File: src/rtl/linear_1d_pkg.sv
// Shared definitions for the linear_1d datapath: FSM encodings, packing helpers
// and the activation function codes used by the upstream activation stage.
package linear_1d_pkg;

  typedef logic [1:0] state_t;

  localparam state_t ST_IDLE     = 2'd0;
  localparam state_t ST_RUN      = 2'd1;
  localparam state_t ST_DRAIN    = 2'd2;
  localparam state_t ST_WAIT_OUT = 2'd3;

  typedef enum logic [2:0] {
    ACT_NONE       = 3'd0,
    ACT_RELU       = 3'd1,
    ACT_LEAKY_RELU = 3'd2,
    ACT_SIGMOID    = 3'd3,
    ACT_TANH       = 3'd4
  } activ_func_e;

  function automatic int pack_num(input int pack_width, input int data_width);
    return pack_width / data_width;
  endfunction

  function automatic int strb_width(input int width);
    return width / 8;
  endfunction

  // Lane index needs at least one bit even when a word holds a single element.
  function automatic int idx_width(input int lanes);
    return (lanes > 1) ? $clog2(lanes) : 1;
  endfunction

endpackage

File: src/rtl/linear_1d_output_packer.sv
// Packs the linear_1d output element stream into wide strobed words for the
// memory writer and checks the element count against the programmed LENGTH.
module linear_1d_output_packer
  import linear_1d_pkg::*;
#(
  parameter int DATA_WIDTH = 32,
  parameter int USER_WIDTH = DATA_WIDTH / 8,
  parameter int PACK_WIDTH = 128,
  parameter int LEN_WIDTH  = 16
) (
  input  logic                    CLK,
  input  logic                    RESET,
  input  logic                    START,
  input  logic [LEN_WIDTH-1:0]    LENGTH,
  output logic                    BUSY,
  output logic                    DONE,
  output logic                    ERR_LEN,
  output logic                    IN_READY,
  input  logic                    IN_VALID,
  input  logic [DATA_WIDTH-1:0]   IN_DATA,
  input  logic [USER_WIDTH-1:0]   IN_USER,
  input  logic                    IN_LAST,
  input  logic                    OUT_READY,
  output logic                    OUT_VALID,
  output logic [PACK_WIDTH-1:0]   OUT_DATA,
  output logic [PACK_WIDTH/8-1:0] OUT_STRB,
  output logic [USER_WIDTH-1:0]   OUT_USER,
  output logic                    OUT_LAST
);

  localparam int PACK_NUM  = pack_num(PACK_WIDTH, DATA_WIDTH);
  localparam int STRB_W    = strb_width(PACK_WIDTH);
  localparam int LANE_STRB = strb_width(DATA_WIDTH);
  localparam int IDX_W     = idx_width(PACK_NUM);
  localparam logic [IDX_W-1:0] LAST_IDX = IDX_W'(PACK_NUM - 1);

  state_t                 state_q, state_d;
  logic [IDX_W-1:0]       idx_q, idx_d;
  logic [LEN_WIDTH-1:0]   cnt_q, cnt_d;
  logic [LEN_WIDTH-1:0]   len_q, len_d;
  logic                   err_q, err_d;
  logic                   done_q, done_d;
  logic [PACK_WIDTH-1:0]  acc_q, acc_d;
  logic [STRB_W-1:0]      acc_strb_q, acc_strb_d;
  logic [USER_WIDTH-1:0]  acc_user_q, acc_user_d;
  logic                   ov_q, ov_d;
  logic [PACK_WIDTH-1:0]  odata_q, odata_d;
  logic [STRB_W-1:0]      ostrb_q, ostrb_d;
  logic [USER_WIDTH-1:0]  ouser_q, ouser_d;
  logic                   olast_q, olast_d;

  logic                   in_ready;
  logic                   in_beat;
  logic                   out_hs;
  logic [LEN_WIDTH-1:0]   cnt_inc;
  logic                   len_hit;
  logic                   end_vec;
  logic                   close_word;
  logic [PACK_WIDTH-1:0]  lane_data;
  logic [STRB_W-1:0]      lane_strb;
  logic [USER_WIDTH-1:0]  lane_user;

  // RUN stalls only while a finished word is still waiting; DRAIN swallows everything.
  assign in_ready = ((state_q == ST_RUN) && (!ov_q || OUT_READY)) || (state_q == ST_DRAIN);
  assign in_beat  = IN_VALID && in_ready;
  assign out_hs   = ov_q && OUT_READY;
  assign cnt_inc  = cnt_q + 1'b1;
  assign len_hit  = (cnt_inc == len_q);
  assign end_vec  = len_hit || IN_LAST;
  assign close_word = (idx_q == LAST_IDX) || end_vec;

  always_comb begin
    lane_data = acc_q;
    lane_data[int'(idx_q)*DATA_WIDTH +: DATA_WIDTH] = IN_DATA;
    lane_strb = acc_strb_q;
    lane_strb[int'(idx_q)*LANE_STRB +: LANE_STRB] = {LANE_STRB{1'b1}};
    lane_user = (idx_q == '0) ? IN_USER : acc_user_q;
  end

  always_comb begin
    state_d    = state_q;
    idx_d      = idx_q;
    cnt_d      = cnt_q;
    len_d      = len_q;
    err_d      = err_q;
    done_d     = 1'b0;
    acc_d      = acc_q;
    acc_strb_d = acc_strb_q;
    acc_user_d = acc_user_q;
    ov_d       = ov_q;
    odata_d    = odata_q;
    ostrb_d    = ostrb_q;
    ouser_d    = ouser_q;
    olast_d    = olast_q;

    if (out_hs) begin
      ov_d = 1'b0;
    end

    case (state_q)
      ST_IDLE: begin
        if (START) begin
          err_d = 1'b0;
          cnt_d = '0;
          idx_d = '0;
          len_d = LENGTH;
          if (LENGTH == '0) begin
            done_d = 1'b1;
          end else begin
            state_d = ST_RUN;
          end
        end
      end

      ST_RUN: begin
        if (in_beat) begin
          cnt_d = cnt_inc;
          if (close_word) begin
            ov_d       = 1'b1;
            odata_d    = lane_data;
            ostrb_d    = lane_strb;
            ouser_d    = lane_user;
            olast_d    = end_vec;
            acc_d      = '0;
            acc_strb_d = '0;
            acc_user_d = '0;
            idx_d      = '0;
            if (end_vec) begin
              // Exactly one of early-last or late-last means a length mismatch.
              err_d   = err_q || (IN_LAST != len_hit);
              state_d = (len_hit && !IN_LAST) ? ST_DRAIN : ST_WAIT_OUT;
            end
          end else begin
            acc_d      = lane_data;
            acc_strb_d = lane_strb;
            acc_user_d = lane_user;
            idx_d      = idx_q + 1'b1;
          end
        end
      end

      ST_DRAIN: begin
        if (in_beat && IN_LAST) begin
          state_d = ST_WAIT_OUT;
        end
      end

      ST_WAIT_OUT: begin
        // The last word may already have left while draining.
        if (!ov_q || OUT_READY) begin
          state_d = ST_IDLE;
          done_d  = 1'b1;
        end
      end

      default: begin
        state_d = ST_IDLE;
      end
    endcase
  end

  always_ff @(posedge CLK) begin
    if (RESET) begin
      state_q    <= ST_IDLE;
      idx_q      <= '0;
      cnt_q      <= '0;
      len_q      <= '0;
      err_q      <= 1'b0;
      done_q     <= 1'b0;
      acc_q      <= '0;
      acc_strb_q <= '0;
      acc_user_q <= '0;
      ov_q       <= 1'b0;
      odata_q    <= '0;
      ostrb_q    <= '0;
      ouser_q    <= '0;
      olast_q    <= 1'b0;
    end else begin
      state_q    <= state_d;
      idx_q      <= idx_d;
      cnt_q      <= cnt_d;
      len_q      <= len_d;
      err_q      <= err_d;
      done_q     <= done_d;
      acc_q      <= acc_d;
      acc_strb_q <= acc_strb_d;
      acc_user_q <= acc_user_d;
      ov_q       <= ov_d;
      odata_q    <= odata_d;
      ostrb_q    <= ostrb_d;
      ouser_q    <= ouser_d;
      olast_q    <= olast_d;
    end
  end

  assign BUSY      = (state_q != ST_IDLE);
  assign DONE      = done_q;
  assign ERR_LEN   = err_q;
  assign IN_READY  = in_ready;
  assign OUT_VALID = ov_q;
  assign OUT_DATA  = odata_q;
  assign OUT_STRB  = ostrb_q;
  assign OUT_USER  = ouser_q;
  assign OUT_LAST  = olast_q;

endmodule

File: config.mk
export PLATFORM = sky130hd
export DESIGN_NAME = linear_1d_output_packer
export DESIGN_NICKNAME = d
export VERILOG_FILES = /design/src/rtl/linear_1d_pkg.sv /design/src/rtl/linear_1d_output_packer.sv
export SDC_FILE = /design/constraint.sdc
export NUM_CORES = 1
export LEC_CHECK = 0
export ABC_CLOCK_PERIOD_IN_PS = 8900
export CORE_UTILIZATION = 30
export CTS_CLUSTER_DIAMETER = 60
export CTS_CLUSTER_SIZE = 28
export DETAILED_ROUTE_END_ITERATION = 8
export SLEW_MARGIN = 20
export SYNTH_ARGS = -nofsm -noshare
export SYNTH_HDL_FRONTEND = slang
export SYNTH_SLANG_ARGS = --single-unit
File: constraint.sdc
create_clock -name CLK -period 8.9 [get_ports CLK]
set_input_delay 1.335 -clock CLK [delete_from_list [all_inputs] [get_ports CLK]]
set_output_delay 1.335 -clock CLK [all_outputs]
set_load 0.01 [all_outputs]
==> Yosys cells after proc, flatten, opt, wreduce, memory -nomap -nowiden <==
Cells that the tools add are included.
{ "word_totals": {"register_bits": 336, "latchBits": 0, "mem_bits_rw": 0, "rom_bits": 0, "inputBits": 58, "out_inout_bits": 154, "word_cells": 93, "mem_count": 0} }
{ "op_classes": {"addsub": 4, "n_mul": 0, "n_div": 0, "order_cmp": 0, "eq_ne": 13, "shift": 4, "n_mux": 35, "n_bitwise": 0, "reduce_logical": 23} }
{ "op_table": {"columns": ["op", "n"], "rows": [
  ["$bwmux 128", 1],
  ["$mux 128", 1],
  ["$shift 32x33->128 const A", 1],
  ["$shiftx 32x33->128", 1],
  ["$mux 16", 3],
  ["$neg 4->33", 1],
  ["$neg 7->33", 1],
  ["$shift 4x33->16 const A", 1],
  ["$shiftx 4x33->16 const A", 1],
  ["$pmux 16 s2", 1],
  ["$mux 2", 10],
  ["$add 16x1->16 const B", 1],
  ["$bwmux 16", 1],
  ["$eq 16x16->1", 1],
  ["$logic_not 16->1", 1],
  ["$mux 1", 12],
  ["$ne 2x2->1 const B", 6],
  ["$mux 4", 2],
  ["$pmux 2 s4", 1],
  ["$reduce_and 7->1", 1],
  ["$eq 2x2->1 const B", 3],
  ["$reduce_and 3->1", 2],
  ["$logic_and 1x1->1", 5],
  ["$logic_or 1x1->1", 5],
  ["other kinds (11)", 16]
]} }

==> Longest topological paths before layout <==
{ "depth": {"word_depth": 8, "depth_mapped": 15, "mapped_depth_nobuf": 12} }

==> Worst setup path before layout <==
Ideal clock, no wire load.
{ "synth_timing": {"path_type": "input-to-output", "startpoint": "in OUT_READY", "endpoint": "out IN_READY", "t_arrival_ns": 1.721, "required_time_ns": 7.565, "path_slack_ns": 5.844, "path_stages": 2, "path_cell_list": "nand2b_1 -> a21o_1"} }
{ "synth_via": {"elab_chain_cells": 3} }
{ "synth_rtl": {"columns": ["element", "line_no", "source"], "rows": [
  ["start: declaration", "linear_1d_output_packer.sv:23", "input logic OUT_READY,"],
  ["$logic_or 1x1->1", "linear_1d_output_packer.sv:64", "assign in_ready = ((state_q == ST_RUN) && (!ov_q || OUT_READY)) || (state_q == ST_DRAIN);"],
  ["$logic_and 1x1->1", "linear_1d_output_packer.sv:64", null],
  ["$logic_or 1x1->1", "linear_1d_output_packer.sv:64", null],
  ["end: declaration", "linear_1d_output_packer.sv:18", "output logic IN_READY,"]
]} }
No other way between the ends.

==> Worst setup path in the final report <==
{ "layout_timing": {"startpoint": "reg cnt_q[0]", "endpoint": "reg acc_strb_q[5]"} }
{ "layout_via": {"elab_chain_cells": 5} }
{ "layout_rtl": {"columns": ["element", "line_no", "source"], "rows": [
  ["start: declaration", "linear_1d_output_packer.sv:39", "logic [LEN_WIDTH-1:0] cnt_q, cnt_d;"],
  ["start signal: assignment", "linear_1d_output_packer.sv:181", "cnt_q <= cnt_d;"],
  ["$add 16x1->16", "linear_1d_output_packer.sv:67", "assign cnt_inc = cnt_q + 1'b1;"],
  ["$eq 16x16->1", "linear_1d_output_packer.sv:68", "assign len_hit = (cnt_inc == len_q);"],
  ["$logic_or 1x1->1", "linear_1d_output_packer.sv:69", "assign end_vec = len_hit || IN_LAST;"],
  ["$logic_or 1x1->1", "linear_1d_output_packer.sv:70", "assign close_word = (idx_q == LAST_IDX) || end_vec;"],
  ["$mux 16", "linear_1d_output_packer.sv:118", "if (close_word) begin"],
  ["end signal: assignment", "linear_1d_output_packer.sv:186", "acc_strb_q <= acc_strb_d;"],
  ["end: declaration", "linear_1d_output_packer.sv:44", "logic [STRB_W-1:0] acc_strb_q, acc_strb_d;"]
]} }
No other way between the ends.
A chain may end at the register's enable or synchronous reset.

==> metrics.md <==
| Metric | Value |
|---|---|
| Status | `finished with violations` |
| Clk_lat worst skew | `0.54 ns` |
| Crit path time final | `4.40 ns` |
| Core Area | `46,700 um2` |
| Num ports | `212` |
| Die H | `220 um` |
| CP max FO | `52` |
| Vias/cell | `5.07` |
| Fmax | `227 MHz` |
| Worst hold path type | `reg -> reg` |
| Setup TNS | `0 ns` |
| Post-synth EDFFs | `0` |
| CP Data Arrival Time | `4.79 ns` |
| Slew HR | `0.256` |
| CTS tree | `done` |
| Primary FF master, synth | `dfxtp_1` |
| Compound-gate portion of the synthesized area | `0.216` |
| Simple-gate share of the synthesized area | `0.222` |
| Post-Syn Nets | `1,775` |
| Finished Core Util | `0.382` |
| Area of the mapped netlist | `14,200 um2` |
| Share of layout cells above drive strength 1 | `0.0767` |
| Crit-path max cell delay | `0.67 ns` |
| Largest family of logic cells by synthesized area | `simple AND/OR/NAND/NOR gates` |
| # diodes | `0` |
| CTS root buf | `clkbuf_16` |
| Flop pwr share | `0.392` |
| RSZ-0062 raised after global routing | `false` |
| Setup Skew | `0.0140 ns` |
| Worst Max-Slew Pin Slew | `1.12 ns` |
| Mux contribution to synthesized area | `0.00422` |
| Slowest-stage cell, CP | `buf_4` |
| Total wire length | `43,300 um` |
| Worst r2r dst | `acc_strb_q[5]$_SDFFE_PP0P_` |
| Total GRT Usage | `0.175` |
| Vias in the first global route | `11.4k` |
| CTS clk-pin slew, worst paths | `0.07 ns` |
| Htree depth | `2` |
| # Max-Cap Violations | `0` |
| Hold wc startpoint | `OUT_DATA[63]$_SDFFE_PP0P_` |
| NetSw | `1.53 mW` |
| Flops & latches, synth | `336` |
| Sequential element share of the synthesized area | `0.472` |
| R2r startpoint | `cnt_q[0]$_SDFFE_PP0P_` |
| CP Capture Type | `flip-flop` |
| Async SR Flop Fraction | `0` |
| Leakage | `6.17 nW` |
| Critical path, cell by cell | `ha_1, and3_1, nand4_1, xnor2_1, nor4_2, nand4_1, ha_1, nor2b_1, nand2b_4, nand2b_4, buf_4, nor2_1` |
| Fin crit share | `0.494` |
| Post-Synth Adder-Cell Area | `0.0114` |
| Max clock buf depth | `3` |
| Synthesis-to-finish area growth | `25.1%` |
| Crit path required time | `9.30 ns` |
| Worst Path Buf+Inv | `1` |
| Pin count of the biggest net entering global routing | `208` |
| Post-DP HPWL | `26,800 um` |
| Final Wtd Congestion | `0.803` |
| Worst Hold Depth | `2` |
| Commonest non-fill, non-tap cell in the layout | `nor2_1` |
| Die Area | `48,300 um2` |
| PD cells | `259 nW/um2` |
| WL/cell | `17.7 um` |
| Failing checks | `DRC` |
| Global-route wire length before repair | `65,900 um` |
| Mapped Cells | `1,704` |
| Yosys warning count | `0` |
| Post-CTS Repair Setup Buffers | `0` |
| Port Buffer Count | `211` |
| WHS Endpoint | `OUT_DATA[63]$_SDFFE_PP0P_` |
| Nets | `1,883` |
| Post-Synth XOR/XNOR Area | `0.0111` |
| Clock Power Share | `0.342` |
| Avg Cell Area, Syn | `8.36 um2` |
| Rows | `79` |
| Via count | `12.4k` |
| Fin. Hold Viols | `0` |
| Total power | `4.62 mW` |
| Starting DRC count in detailed routing | `832` |
| Antenna violations before repair | `0` |
| Max rail drop VDD | `113 uV` |
| DRC viols | `26` |
| Int Pwr | `3.09 mW` |
| Total CTS buffers | `35` |
| Die X | `220 um` |
| Netlist cell types | `56` |
| Initial core utilization | `0.305` |
| Sw frac | `0.332` |
| Drt pass-1 iters | `7` |
| Max Slew Vio Count | `0` |
| Comb pwr share | `0.266` |
| Most frequent cells in the layout | `nor2_1 (384), dfxtp_1 (336), clkdlybuf4s50_1 (210)` |
| Total grt overflow | `0` |
| Worst Reg2Reg Path Length in Cells | `12` |
| Delay-heaviest family, CP | `simple AND/OR/NAND/NOR gates` |
| DRT antenna net count | `0` |
| Final Setup Violations | `0` |
| Setup CP Type | `reg -> reg` |
| Hold_buf cts | `0` |
| R2r setup slk | `4.50 ns` |
| Startpoint Class | `flip-flop` |
| Clk sink count | `336` |
| PostCTS Resize Cnt | `0` |
[synthesized netlist by cell type, types with 4 or more instances]
master / n / share of area
a21oi_1: 115 / 0.040
nand2b_1: 5 / 0.0022
mux2i_1: 6 / 0.0042
or3_1: 4 / 0.0018
xnor2_1: 8 / 0.0049
a31oi_1: 8 / 0.0035
buf_6: 10 / 0.0079
a211oi_2: 53 / 0.047
nor3_1: 105 / 0.037
and2_1: 4 / 0.0018
buf_2: 46 / 0.016
nand4_1: 10 / 0.0044
o21ai_0: 60 / 0.021
and3_1: 5 / 0.0022
clkbuf_1: 87 / 0.023
nand3_1: 6 / 0.0021
nand2_1: 90 / 0.024
nor2_1: 384 / 0.10
dfxtp_1: 336 / 0.47
or4_1: 7 / 0.0037
nor2b_1: 59 / 0.026
and4_1: 5 / 0.0031
ha_1: 13 / 0.011
xor2_1: 10 / 0.0062
inv_1: 50 / 0.013
buf_1: 4 / 0.0011
a22o_1: 32 / 0.020
a211oi_1: 68 / 0.036
a22oi_1: 73 / 0.038
[power by group through the flow]
stage          registers, mW  logic [mW]  clock network (mW)
2_1_floorplan           1.86       0.767                   0
3_5_place_dp            1.85        1.23                   0
4_1_cts                 1.81        1.24                1.63
6_report                1.81        1.23                1.58
3_3_place_gp            1.84        1.20                   0
5_1_grt                 1.84        1.35                1.69
[final cells by class]
class | instances | area [um2]
Multi-Input combinational cell | 1168 | 6690
Tap cell | 607 | 759
Timing Repair Buffer | 220 | 2200
Inverter | 51 | 191
Fill cell | 4767 | 28800
Clock inverter | 22 | 290
Clock buffer | 41 | 951
Sequential cell | 336 | 6730
[how the worst max path moves through the flow]
stage,startpoint,to,slack [ns],depth (start not counted)
after CTS,cnt_q[0]$_SDFFE_PP0P_,acc_strb_q[5]$_SDFFE_PP0P_,4.51,12
after global routing,cnt_q[0]$_SDFFE_PP0P_,acc_strb_q[12]$_SDFFE_PP0P_,4.11,12
final,cnt_q[0]$_SDFFE_PP0P_,acc_strb_q[5]$_SDFFE_PP0P_,4.50,12
after floorplan,OUT_READY,IN_READY,5.84,2
after global placement,IN_VALID,acc_strb_q[13]$_SDFFE_PP0P_,3.98,7
after detailed placement,IN_VALID,acc_strb_q[5]$_SDFFE_PP0P_,3.95,7
[sequential cells by signal, summed over array words and instances (netlist names)]
| register | cells |
|---|---|
| OUT_VALID | 1 |
| acc_strb_q | 16 |
| state_q | 2 |
| len_q | 16 |
| OUT_USER | 4 |
| DONE | 1 |
| cnt_q | 16 |
| OUT_DATA | 128 |
| OUT_LAST | 1 |
| idx_q | 2 |
| acc_q | 128 |
| OUT_STRB | 16 |
| acc_user_q | 4 |
| ERR_LEN | 1 |
[metrics by stage]
stage	std cells	instance area (um2)	hold slack, ns	worst slack, ns
2_1_floorplan	1704	14200	0.438	5.84
3_3_place_gp	2382	16600	0.453	3.98
3_5_place_dp	2382	16600	0.454	3.95
4_1_cts	2445	17800	0.471	4.51
5_1_grt	2445	17800	0.489	4.11
6_report	2445	17800	0.467	4.50
[layer usage]
layer / GRT usage / wire, um
met3: 0.0327 / 2490
met1: 0.229 / 19500
met4: 0.0549 / 935
met2: 0.289 / 20400
met5: 0 / 0
[cell families after synthesis]
group | Yosys count
xor gates and xnor gates | 18
and+or+nand+nor | 705
buffers and inverters | 200
muxes | 6
DFF | 336
adders and majority gates | 13
AOI/OAI and AO/OA | 426
[worst register-to-register path: stages, from the launching register on]
cell and delay [ns]:
dfxtp_1 0.46, ha_1 0.33, and3_1 0.34, nand4_1 0.22, xnor2_1 0.20, nor4_2 0.34
nand4_1 0.19, ha_1 0.25, nor2b_1 0.20, nand2b_4 0.39, nand2b_4 0.49, buf_4 0.68
nor2_1 0.19
No activity file was read; power rests on OpenSTA's default activity.
